**src/rtl/exp_add_pkg.sv**
```systemverilog
// Shared types for the FP-unit exponent add/sub arbiter.
// Struct fields are sized by the package widths EXP_W/TAG_W.
package exp_add_pkg;

   localparam int EXP_W = 8;
   localparam int TAG_W = 4;

   typedef logic req_id_t;

   typedef struct packed {
      logic [EXP_W-1:0] a;
      logic [EXP_W-1:0] b;
      logic             sub;
      logic [TAG_W-1:0] tag;
   } exp_req_t;

   typedef struct packed {
      logic [EXP_W-1:0] sum;
      logic             cout;
      req_id_t          id;
      logic [TAG_W-1:0] tag;
   } exp_rsp_t;

   typedef enum logic {
      ST_EMPTY = 1'b0,
      ST_FULL  = 1'b1
   } out_state_e;

endpackage

```
**src/rtl/exp_add_core.sv**
```systemverilog
// Combinational Kogge-Stone add/subtract: sum = a + (sub ? ~b : b) + sub.
// The carry-in (sub) is folded in after the prefix tree.
module exp_add_core
   import exp_add_pkg::*;
#(
   parameter int W = EXP_W
) (
   input  logic [W-1:0] a,
   input  logic [W-1:0] b,
   input  logic         sub,
   output logic [W-1:0] sum,
   output logic         cout
);

   localparam int LVL = $clog2(W);

   logic [W-1:0] w_bx;
   logic [W-1:0] w_g [LVL+1];
   logic [W-1:0] w_p [LVL+1];
   logic [W:0]   w_c;

   assign w_bx   = sub ? ~b : b;
   assign w_g[0] = a & w_bx;
   assign w_p[0] = a ^ w_bx;

   for (genvar l = 0; l < LVL; l++) begin : g_lvl
      for (genvar i = 0; i < W; i++) begin : g_bit
         if (i >= (1 << l)) begin : g_op
            assign w_g[l+1][i] = w_g[l][i] |
                                 (w_p[l][i] & w_g[l][i-(1<<l)]);
            assign w_p[l+1][i] = w_p[l][i] & w_p[l][i-(1<<l)];
         end else begin : g_pass
            assign w_g[l+1][i] = w_g[l][i];
            assign w_p[l+1][i] = w_p[l][i];
         end
      end
   end

   // w_p[LVL][i] is the group propagate of bits 0..i
   assign w_c  = {w_g[LVL] | (w_p[LVL] & {W{sub}}), sub};
   assign sum  = w_p[0] ^ w_c[W-1:0];
   assign cout = w_c[W];

endmodule

```
**src/rtl/exp_add_arbiter.sv**
```systemverilog
// Round-robin arbiter sharing one add/sub datapath between two requesters.
// Optional EXP_ADD_ARB_PERF_EN adds saturating grant/stall counters.
module exp_add_arbiter
   import exp_add_pkg::*;
#(
   parameter int W     = EXP_W,
   parameter int TAG_W = exp_add_pkg::TAG_W
) (
   input  logic             clk,
   input  logic             rst_n,
   input  logic [1:0]       req_valid,
   output logic [1:0]       req_ready,
   input  logic [W-1:0]     req0_a,
   input  logic [W-1:0]     req0_b,
   input  logic             req0_sub,
   input  logic [TAG_W-1:0] req0_tag,
   input  logic [W-1:0]     req1_a,
   input  logic [W-1:0]     req1_b,
   input  logic             req1_sub,
   input  logic [TAG_W-1:0] req1_tag,
   output logic             rsp_valid,
   input  logic             rsp_ready,
   output logic [W-1:0]     rsp_sum,
   output logic             rsp_cout,
   output logic             rsp_id,
   output logic [TAG_W-1:0] rsp_tag
`ifdef EXP_ADD_ARB_PERF_EN
  ,output logic [15:0]      perf_grant0,
   output logic [15:0]      perf_grant1,
   output logic [15:0]      perf_stall
`endif
);

   out_state_e r_state;
   out_state_e w_state_nxt;
   exp_rsp_t   r_rsp;
   req_id_t    r_rr_ptr;

   exp_req_t   w_req0;
   exp_req_t   w_req1;
   exp_req_t   w_sel;
   logic [1:0] w_grant;
   logic [1:0] w_hs_vec;
   logic       w_hs;
   logic       w_can_accept;
   req_id_t    w_gnt_id;
   logic [W-1:0] w_sum;
   logic       w_cout;

   assign w_req0 = '{a: req0_a, b: req0_b, sub: req0_sub, tag: req0_tag};
   assign w_req1 = '{a: req1_a, b: req1_b, sub: req1_sub, tag: req1_tag};

   always_comb begin
      w_grant = 2'b00;
      unique case (req_valid)
         2'b01:   w_grant = 2'b01;
         2'b10:   w_grant = 2'b10;
         2'b11:   w_grant = r_rr_ptr ? 2'b10 : 2'b01;
         default: w_grant = 2'b00;
      endcase
   end

   assign rsp_valid    = (r_state == ST_FULL);
   assign w_can_accept = !rsp_valid || rsp_ready;
   assign req_ready    = {2{w_can_accept}} & w_grant;
   assign w_hs_vec     = req_valid & req_ready;
   assign w_hs         = |w_hs_vec;
   assign w_gnt_id     = w_grant[1];
   assign w_sel        = w_gnt_id ? w_req1 : w_req0;

   exp_add_core #(.W(W)) u_core (
      .a    (w_sel.a),
      .b    (w_sel.b),
      .sub  (w_sel.sub),
      .sum  (w_sum),
      .cout (w_cout)
   );

   always_ff @(posedge clk or negedge rst_n) begin
      if (!rst_n) r_state <= ST_EMPTY;
      else        r_state <= w_state_nxt;
   end

   always_comb begin
      w_state_nxt = r_state;
      unique case (r_state)
         ST_EMPTY: if (w_hs) w_state_nxt = ST_FULL;
         ST_FULL:  if (rsp_ready && !w_hs) w_state_nxt = ST_EMPTY;
         default:  w_state_nxt = ST_EMPTY;
      endcase
   end

   // Pointer moves only on a handshake so a stalled grant never hops
   always_ff @(posedge clk or negedge rst_n) begin
      if (!rst_n) begin
         r_rsp    <= '0;
         r_rr_ptr <= 1'b0;
      end else if (w_hs) begin
         r_rsp    <= '{sum: w_sum, cout: w_cout,
                       id: w_gnt_id, tag: w_sel.tag};
         r_rr_ptr <= ~w_gnt_id;
      end
   end

   assign rsp_sum  = r_rsp.sum;
   assign rsp_cout = r_rsp.cout;
   assign rsp_id   = r_rsp.id;
   assign rsp_tag  = r_rsp.tag;

`ifdef EXP_ADD_ARB_PERF_EN
   logic [15:0] r_perf_g0;
   logic [15:0] r_perf_g1;
   logic [15:0] r_perf_st;

   always_ff @(posedge clk or negedge rst_n) begin
      if (!rst_n) begin
         r_perf_g0 <= '0;
         r_perf_g1 <= '0;
         r_perf_st <= '0;
      end else begin
         if (w_hs_vec[0] && r_perf_g0 != 16'hFFFF)
            r_perf_g0 <= r_perf_g0 + 16'd1;
         if (w_hs_vec[1] && r_perf_g1 != 16'hFFFF)
            r_perf_g1 <= r_perf_g1 + 16'd1;
         if (|req_valid && !w_hs && r_perf_st != 16'hFFFF)
            r_perf_st <= r_perf_st + 16'd1;
      end
   end

   assign perf_grant0 = r_perf_g0;
   assign perf_grant1 = r_perf_g1;
   assign perf_stall  = r_perf_st;
`endif

endmodule

```
**config.mk**
```make
export PLATFORM = sky130hd
export DESIGN_NAME = exp_add_arbiter
export DESIGN_NICKNAME = d
export VERILOG_FILES = /design/src/rtl/exp_add_pkg.sv /design/src/rtl/exp_add_core.sv /design/src/rtl/exp_add_arbiter.sv
export SDC_FILE = /design/constraint.sdc
export NUM_CORES = 1
export LEC_CHECK = 0
export CAP_MARGIN = 20
export CORE_ASPECT_RATIO = 1.25
export CORE_UTILIZATION = 37
export CTS_CLUSTER_SIZE = 16
export DETAILED_ROUTE_END_ITERATION = 6
export PLACE_DENSITY = 0.74
export SYNTH_ARGS = -nofsm -noshare
export SYNTH_HDL_FRONTEND = slang
export SYNTH_SLANG_ARGS = --single-unit
```
**constraint.sdc**
```tcl
create_clock -name clk -period 2.7 [get_ports clk]
set_input_delay 0.81 -clock clk [delete_from_list [all_inputs] [get_ports clk]]
set_output_delay 0.81 -clock clk [all_outputs]
set_load 0.01 [all_outputs]
```
==> metrics list, run 1 <==
- Status: completed
- Share of synthesized registers carrying an async set or reset: 100%
- Count of state elements after synthesis: 16
* Drt first pass iters: 4
- In the routed design, unresolved DRC markers number 0.
* FP Rows: 24
- Peak fanout along the critical path: 5
- The first routing iteration left 40 violations.
- The finished layout holds 304 standard cells, fillers aside.
- The worst register-to-register path begins at r_rr_ptr$_DFFE_PN0P_.
- In this run, synthesis inferred 0 flip-flops with an integrated enable.
* Worst-case clock buffer depth: 2
- Yosys top cell area share: 29.5%
- The via count of the first global-routing pass is about 1.7k.
* Crit end category: flop
- Cell at the root of the clock tree: sky130_fd_sc_hd__clkbuf_8
- For this design the total switching power over the nets is roughly 0.0005 W.
* Starting utilization of the core area: 38.7%
- End of the worst register-to-register path: rsp_sum[5]$_DFFE_PN0P_
- Part of the power in combinational logic: approximately three fifths
- The share of the Yosys chip area taken by registers is 29.5%.
- Cells fill 75.7% of the core in the end.
- Yosys mapped the design onto 42 distinct sky130hd cell types.
- Following the worst setup path forward leads to its endpoint at rsp_sum[4]$_DFFE_PN0P_.
- The number of clock buffers added by TritonCTS is 3.
- Synth area leader: sky130_fd_sc_hd__dfrtp_1
* R2r worst-path depth: 10
- Antenna diodes: 0
- Worst IR drop on VDD: roughly 0.00044 V
* Boundary pin count: 64
- Power share of the clock group: 15.7%
* Count of synthesis-stage warnings from yosys: 0
* Setup slack after layout: 50.4 ps
- Highest achievable clock rate: 377 MHz
- Ratio of cells with drive above 1 in the final layout: between 30 and 40%
* Critical Path RT: 2830 ps
* Detailed Route WL: ~4600 um
- The final hold violation count was 0.
- Area of the placeable core: about 3500 um^2
- Number of fillers in the final layout: 249
* Synth Cell Area: 1360 um^2
* Post-Synthesis Net Count: 206
- Detailed Place HPWL: 3360 um
* Leading cell types by total area after synthesis: sky130_fd_sc_hd__dfrtp_1 (29%), sky130_fd_sc_hd__mux2i_1 (8.1%), sky130_fd_sc_hd__ha_1 (7.4%)
* Worst setup startpoint: req1_b[1]
* Worst reg2reg setup slack: 200 ps
- Multi-input gate area: ~1100 um^2
- Clock Latency Late Sink: 250 ps
- GRT Overall Usage: a little under a quarter
- After detailed placement, the design holds a cell count of 287.
* Residual overflow from global routing: 0
- Clock tree from TritonCTS: built
- For this design the ratio of total power to cell area is around 530 nW/um^2.
- Number of vias after detailed routing: 1616
- Area of the die: 3920 um^2
- Hold timing on the final database bottoms out at a slack of 485 ps.
- Sequential cells burn 24.2% of the power.
- Setup WS pre-CTS: -648 ps
* Final weighted congestion in routability-driven placement: around 0.94
- In the routed layout, each cell is associated on average with a via count of 5.32.
- Number of maximum-capacitance violations: 0
- Most used flip-flop cell after synthesis: sky130_fd_sc_hd__dfrtp_1
- Each instance of the synthesized netlist takes up on average around 9 um^2.
* Pin count of the biggest net entering global routing: 21
- From left edge to right edge, the die measures ~56 um.
- Setup violations remaining at the end of the flow were counted as 0.
- For the final database, setup skew stands at just under 3 ps.
* Chip Height: 69.8 um
- Number of nets in the finished design: 321
- After detailed routing, the average wire length per cell comes to 15.0 um.
* Min-Delay Path Class: flop to flop
- Switching share of total power: 34.9%
* Max-slew headroom: 48.4%
* Crit path DAT: 2780 ps
- The detail route stage leaves a number of antenna-violating nets equal to 0.
* Transition time of the tightest slew-check pin: a little under 800 ps
- Clock net sink count: 16
- The number of antenna violations at the first check in global routing is 0.
- P_leak: 1.20 nW
- By startpoint and endpoint, the worst setup path is classified as input port to flop.
* Port buffer count: 63
* Gate Count Post-Synth: about 150
- Clk pin slew, worst setup/hold paths: 70 ps
* Area growth syn-to-layout: 95.9%
- The worst path in the final design needs a cycle of roughly 2600 ps, including I/O delays and setup.
* Kind of start point of the critical path: input port
- In this run the number of H-tree levels came out at 1.
- Internal power consumption: about 0.00093 W
- Area of all sequential standard cells: 400 um^2
* Share of the cycle needed by the critical path after routing: 98.1%
- First-pass GRT wire length: 7200 um
- Number of max-slew violations in the final report: 0
-- logic make-up after synthesis --
family          Yosys count  share of synthesized area (%)
flops                    16                           29.5
fa+ha+maj                 8                           7.37
simple gates             55                           20.9
mux                      18                           13.9
compound gates           38                           20.5
xor+xnor                  8                           5.16
buf+inv                   8                           2.67
-- final cells by class --
class	count	area share, %
inverter	3	0.423
multi-input combinational	127	41.7
tap	39	1.83
sequential	16	15.0
clock buffer	4	2.07
timing repair buffer	115	38.9
-- through the flow --
stage	total power [W]	cell area, um^2	setup TNS (ps)
4_1_cts	0.00139	2620	0
5_1_grt	0.00151	2660	-74.1
2_1_floorplan	0.000741	1490	-116
3_5_place_dp	0.00114	2440	-5600
6_report	0.00142	2660	0
3_3_place_gp	0.00111	2440	-5150
-- power groups by stage --
stage	clock network (W)	registers (W)	logic [W]
after detailed placement	0	0.000346	0.000790
after global placement	0	0.000344	0.000766
after CTS	0.000224	0.000342	0.000828
after floorplan	0	0.000376	0.000365
after global routing	0.000235	0.000349	0.000921
final	0.000223	0.000344	0.000856
-- worst max-delay path, cell delays in order --
cell and delay (ps):
sky130_fd_sc_hd__clkdlybuf4s50_1 410, sky130_fd_sc_hd__mux2i_2 210, sky130_fd_sc_hd__xor2_2 200, sky130_fd_sc_hd__ha_4 250, sky130_fd_sc_hd__a21oi_2 170, sky130_fd_sc_hd__buf_4 160
sky130_fd_sc_hd__nand4b_1 220, sky130_fd_sc_hd__o211ai_1 260, sky130_fd_sc_hd__nand3_1 90
-- sequential cells by signal, summed over array words and instances, names as in the netlist --
| signal | flops |
|---|---|
| rsp_valid | 1 |
| r_rr_ptr | 1 |
| rsp_sum | 8 |
| rsp_id | 1 |
| rsp_tag | 4 |
| rsp_cout | 1 |
-- metal layers --
metal / vias to the layer above / routed length [um] / global-route usage [%]
li1: 782 / - / -
met3: 13 / 181 / 1.68
met4: 0 / 112 / 8.94
met5: - / 0 / 0
met1: 764 / 1670 / 22.4
met2: 57 / 2610 / 48.0
-- placed cells by master (no fill, tap or decap), types with 4 or more instances in the layout --
cell type,synthesis,layout
sky130_fd_sc_hd__nor2_1,8,7
sky130_fd_sc_hd__o21ai_0,7,5
sky130_fd_sc_hd__ha_1,8,4
sky130_fd_sc_hd__buf_4,1,50
sky130_fd_sc_hd__clkdlybuf4s50_1,0,55
sky130_fd_sc_hd__xor2_1,8,6
sky130_fd_sc_hd__dfrtp_1,16,16
sky130_fd_sc_hd__mux2_2,7,5
sky130_fd_sc_hd__mux2i_1,11,10
sky130_fd_sc_hd__nand3_1,8,6
sky130_fd_sc_hd__clkbuf_8,0,4
sky130_fd_sc_hd__a21oi_1,7,4
sky130_fd_sc_hd__and3_4,0,5
sky130_fd_sc_hd__nand2_1,19,19
-- cell usage after synthesis, drive strengths merged (3+ instances only) --
library cell and number:
a21oi 7, and3 5, buf 3, dfrtp 16, ha 8, inv 3, mux2 7, mux2i 11
nand2 20, nand2b 3, nand3 9, nor2 9, o2111ai 3, o21ai 9, o31ai 3, xor2 8
-- repair_timing --
action,4_1_cts,5_1_grt
hold buffers,0,0
setup buffers,8,6
pin swaps,14,13
gates resized for setup,33,11
setup endpoints to repair,9,7
-- worst min-delay path by stage --
stage / startpoint / end / slack (ps) / depth (start not counted)
2_1_floorplan: r_rr_ptr$_DFFE_PN0P_ / r_rr_ptr$_DFFE_PN0P_ / 480 / 2
3_3_place_gp: rsp_id$_DFFE_PN0P_ / rsp_id$_DFFE_PN0P_ / 460 / 1
3_5_place_dp: rsp_sum[1]$_DFFE_PN0P_ / rsp_sum[1]$_DFFE_PN0P_ / 470 / 2
4_1_cts: rsp_id$_DFFE_PN0P_ / rsp_id$_DFFE_PN0P_ / 490 / 1
5_1_grt: rsp_sum[3]$_DFFE_PN0P_ / rsp_sum[3]$_DFFE_PN0P_ / 500 / 2
6_report: rsp_sum[3]$_DFFE_PN0P_ / rsp_sum[3]$_DFFE_PN0P_ / 480 / 2
No activity file was read; power rests on OpenSTA's default activity.
==> run 2: changes to the inputs <==
- PLACE_DENSITY: 0.74 -> 0.77
==> run 2 against run 1 <==
Net effect:
- count of clock-buffer cells in the layout fell by 1
- the flow now finishes with violations (setup timing)
- core utilization is 0.85 points lower
- critical path type unchanged
- largest cell class unchanged
- highest routed layer unchanged
- non-clock buffer count is 3 lower
==> metrics list, run 2 (synthesis gave the netlist of run 1 again) <==
* Status: finished, violations left
- The checks that failed: setup timing.
- Number of max-slew violations in the final report: 0
- In this run the cell area measured after placement is 2430 um^2.
- Most common cell after layout, fill and taps aside: sky130_fd_sc_hd__clkdlybuf4s50_1
* Share of power burned in registers: 25.1%
* Worst-case clock buffer depth: 2
- Entering global routing, the biggest net connects 24 pins.
- First-pass GRT wire length: 7750 um
- Setup violation total in the final timing report: 1
- In the routed design, unresolved DRC markers number 0.
* Area of the die: 3920 um^2
- Setup slack on the critical path of the routed design comes to -5.98 ps.
- GRT Overall Usage: 24.8%
* Port buffer count: 63
- The root buffer cell chosen for the clock tree is sky130_fd_sc_hd__clkbuf_8.
* Worst Setup Path Type: input port to flop
- Worst hold margin: 488 ps
* Final weighted congestion in routability-driven placement: 0.875
- Flip-flop count of the largest register, all copies and words added: 8
* Transition time of the tightest slew-check pin: about 770 ps
- CTS built an H-tree with a depth of 1.
- Kind of start point of the critical path: input port
- P_leak: 1.21 nW
- Number of nets in the finished design: between 300 and 400
- Across the run, the number of max-cap violations was 0.
- Of the total power, the share spent switching nets is 35.2%.
- Boundary pin count: 64
- Crit end category: flop
- Along the worst path, the maximum fanout reaches 7.
- Placed Instances: 286
* Highest achievable clock rate: 370 MHz
* Worst IR drop on VDD: 0.000598 V
- Routed wire length per instance: ~16 um
* Tmin final: 2710 ps
- Crit path DAT: approximately 2900 ps
- Summed over all layers, the global routing overflow is 0.
- Drt first pass iters: 5
- Cell area after layout: 2630 um^2
- Once the floorplan was initialized, standard cells occupied 38.7% of the core.
* Area growth syn-to-layout: 93.6%
* Cells along the critical path: buf_8 -> nand2b_4 -> and3_4 -> o211ai_1 -> nand2b_4 -> ha_4 -> and3_4 -> nand3_4 -> and4b_4 -> a2111o_1 -> nand3_1
* Number of vias after detailed routing: 1608
* Min-Delay Path Class: flop to flop
- The finished layout holds 300 standard cells, fillers aside.
- The routed design has 4810 um of wire.
- Power per cell area: 529 nW/um^2
- Clk pin slew, worst setup/hold paths: 60 ps
- Internal power consumption: 0.000902 W
- Number of design-rule violations left by the first detailed-router iteration: 56
- Total count of hold-check failures in the final report: 0
* Part of the power in combinational logic: just over 60%
- Number of fillers in the final layout: 253
- Critical Path RT: 2880 ps
- Via count of the first global-routing pass: between 1.5k and 2k
- Setup repair after global routing could not meet its margin everywhere.
- Ratio of cells with drive above 1 in the final layout: between 30% and 40%
- FP Rows: 24
* Number of nets still failing antenna checks after routing: 0
- Detailed Place HPWL: 3680 um
* X dimension of the die: ~56 um
* Clock tree from TritonCTS: built
- Highest-count cells in the layout ignoring fill and taps: sky130_fd_sc_hd__clkdlybuf4s50_1 (54), sky130_fd_sc_hd__buf_4 (46), sky130_fd_sc_hd__nand2_1 (19), sky130_fd_sc_hd__dfrtp_1 (16), sky130_fd_sc_hd__mux2i_1 (10)
- Clock Latency Late Sink: ~250 ps
* Initial antenna violation count: 0
- Of the available clock period, the critical path in the final layout requires 100%.
- The floorplan step defined a core boundary enclosing 3510 um^2.
- Measured along the y axis, the die boundary spans between 60 and 70 um.
- Power share of the clock group: 12.8%
* Antenna diodes: 0
- After detailed routing, the number of vias per cell comes to roughly 5.4.
* Slowest library cell on the worst path: sky130_fd_sc_hd__a2111o_1
- Post-Route Setup TNS: -5.98 ps
- Max-slew headroom: 48.8%
- Clock skew on the completed layout was measured at 3.36 ps.
* Psw: 0.000490 W
* CTS buffer count: 3
- For this run, the slowest stage of the critical path takes 410 ps.
* Clock net sink count: 16
run 2: layout make-up:
class	instances	area [um^2]	share of cell area [%]
Multi-Input combinational cell	127	1090	41.6
Inverter	3	11.3	0.428
Clock buffer	3	41.3	1.57
Tap cell	39	48.8	1.85
Timing Repair Buffer	112	1030	39.3
Sequential cell	16	400	15.2
run 2: critical path, delay by kind of cell:
family          cells  cell delay, ps
buf+inv             1              80
fa+ha+maj           1             290
compound gates      2             720
simple gates        7             990
run 2: repair_timing:
action | in CTS | in global routing
endpoints found under the setup margin | 9 | 9
setup buffers | 6 | 5
hold buffers | 0 | 0
gates resized for setup | 28 | 16
pin swaps | 12 | 12
run 2: routing by layer:
layer	part of all wire [%]	up-vias	global-route usage (%)
met2	58	55	49.3
met5	0	-	0
li1	-	783	-
met4	1.2	0	3.25
met3	4.1	4	4.85
met1	37	766	27.1
run 2: path summary, 6_finish.rpt:
kind                                         from                      to  slack, ps  depth (start not counted)
min in group asynchronous                   rst_n  rsp_sum[7]$_DFFE_PN0P_       1010                          1
setup reg to reg             r_rr_ptr$_DFFE_PN0P_  rsp_sum[5]$_DFFE_PN0P_        130                         10
max in group asynchronous                   rst_n    rsp_cout$_DFFE_PN0P_       1210                          1
setup / recovery                     req_valid[0]  rsp_sum[5]$_DFFE_PN0P_         -6                         11
hold reg to reg            rsp_sum[1]$_DFFE_PN0P_  rsp_sum[1]$_DFFE_PN0P_        490                          2
hold / removal             rsp_sum[1]$_DFFE_PN0P_  rsp_sum[1]$_DFFE_PN0P_        490                          2
run 2: stage by stage:
stage / util, % / setup WS [ps] / total power, W
floorplan: - / -80.0 / 0.000741
global placement: 69.3 / -613 / 0.00113
detailed placement: 69.3 / -648 / 0.00115
CTS: 72.9 / 0.230 / 0.00137
global route: 74.9 / -57.0 / 0.00148
finish: 74.9 / -5.98 / 0.00139
run 2: power by group through the flow:
stage / logic [W] / clock network, W / registers [W]
global route: 0.000931 / 0.000190 / 0.000357
finish: 0.000866 / 0.000178 / 0.000349
CTS: 0.000838 / 0.000183 / 0.000348
floorplan: 0.000365 / 0 / 0.000376
global placement: 0.000779 / 0 / 0.000349
detailed placement: 0.000799 / 0 / 0.000348
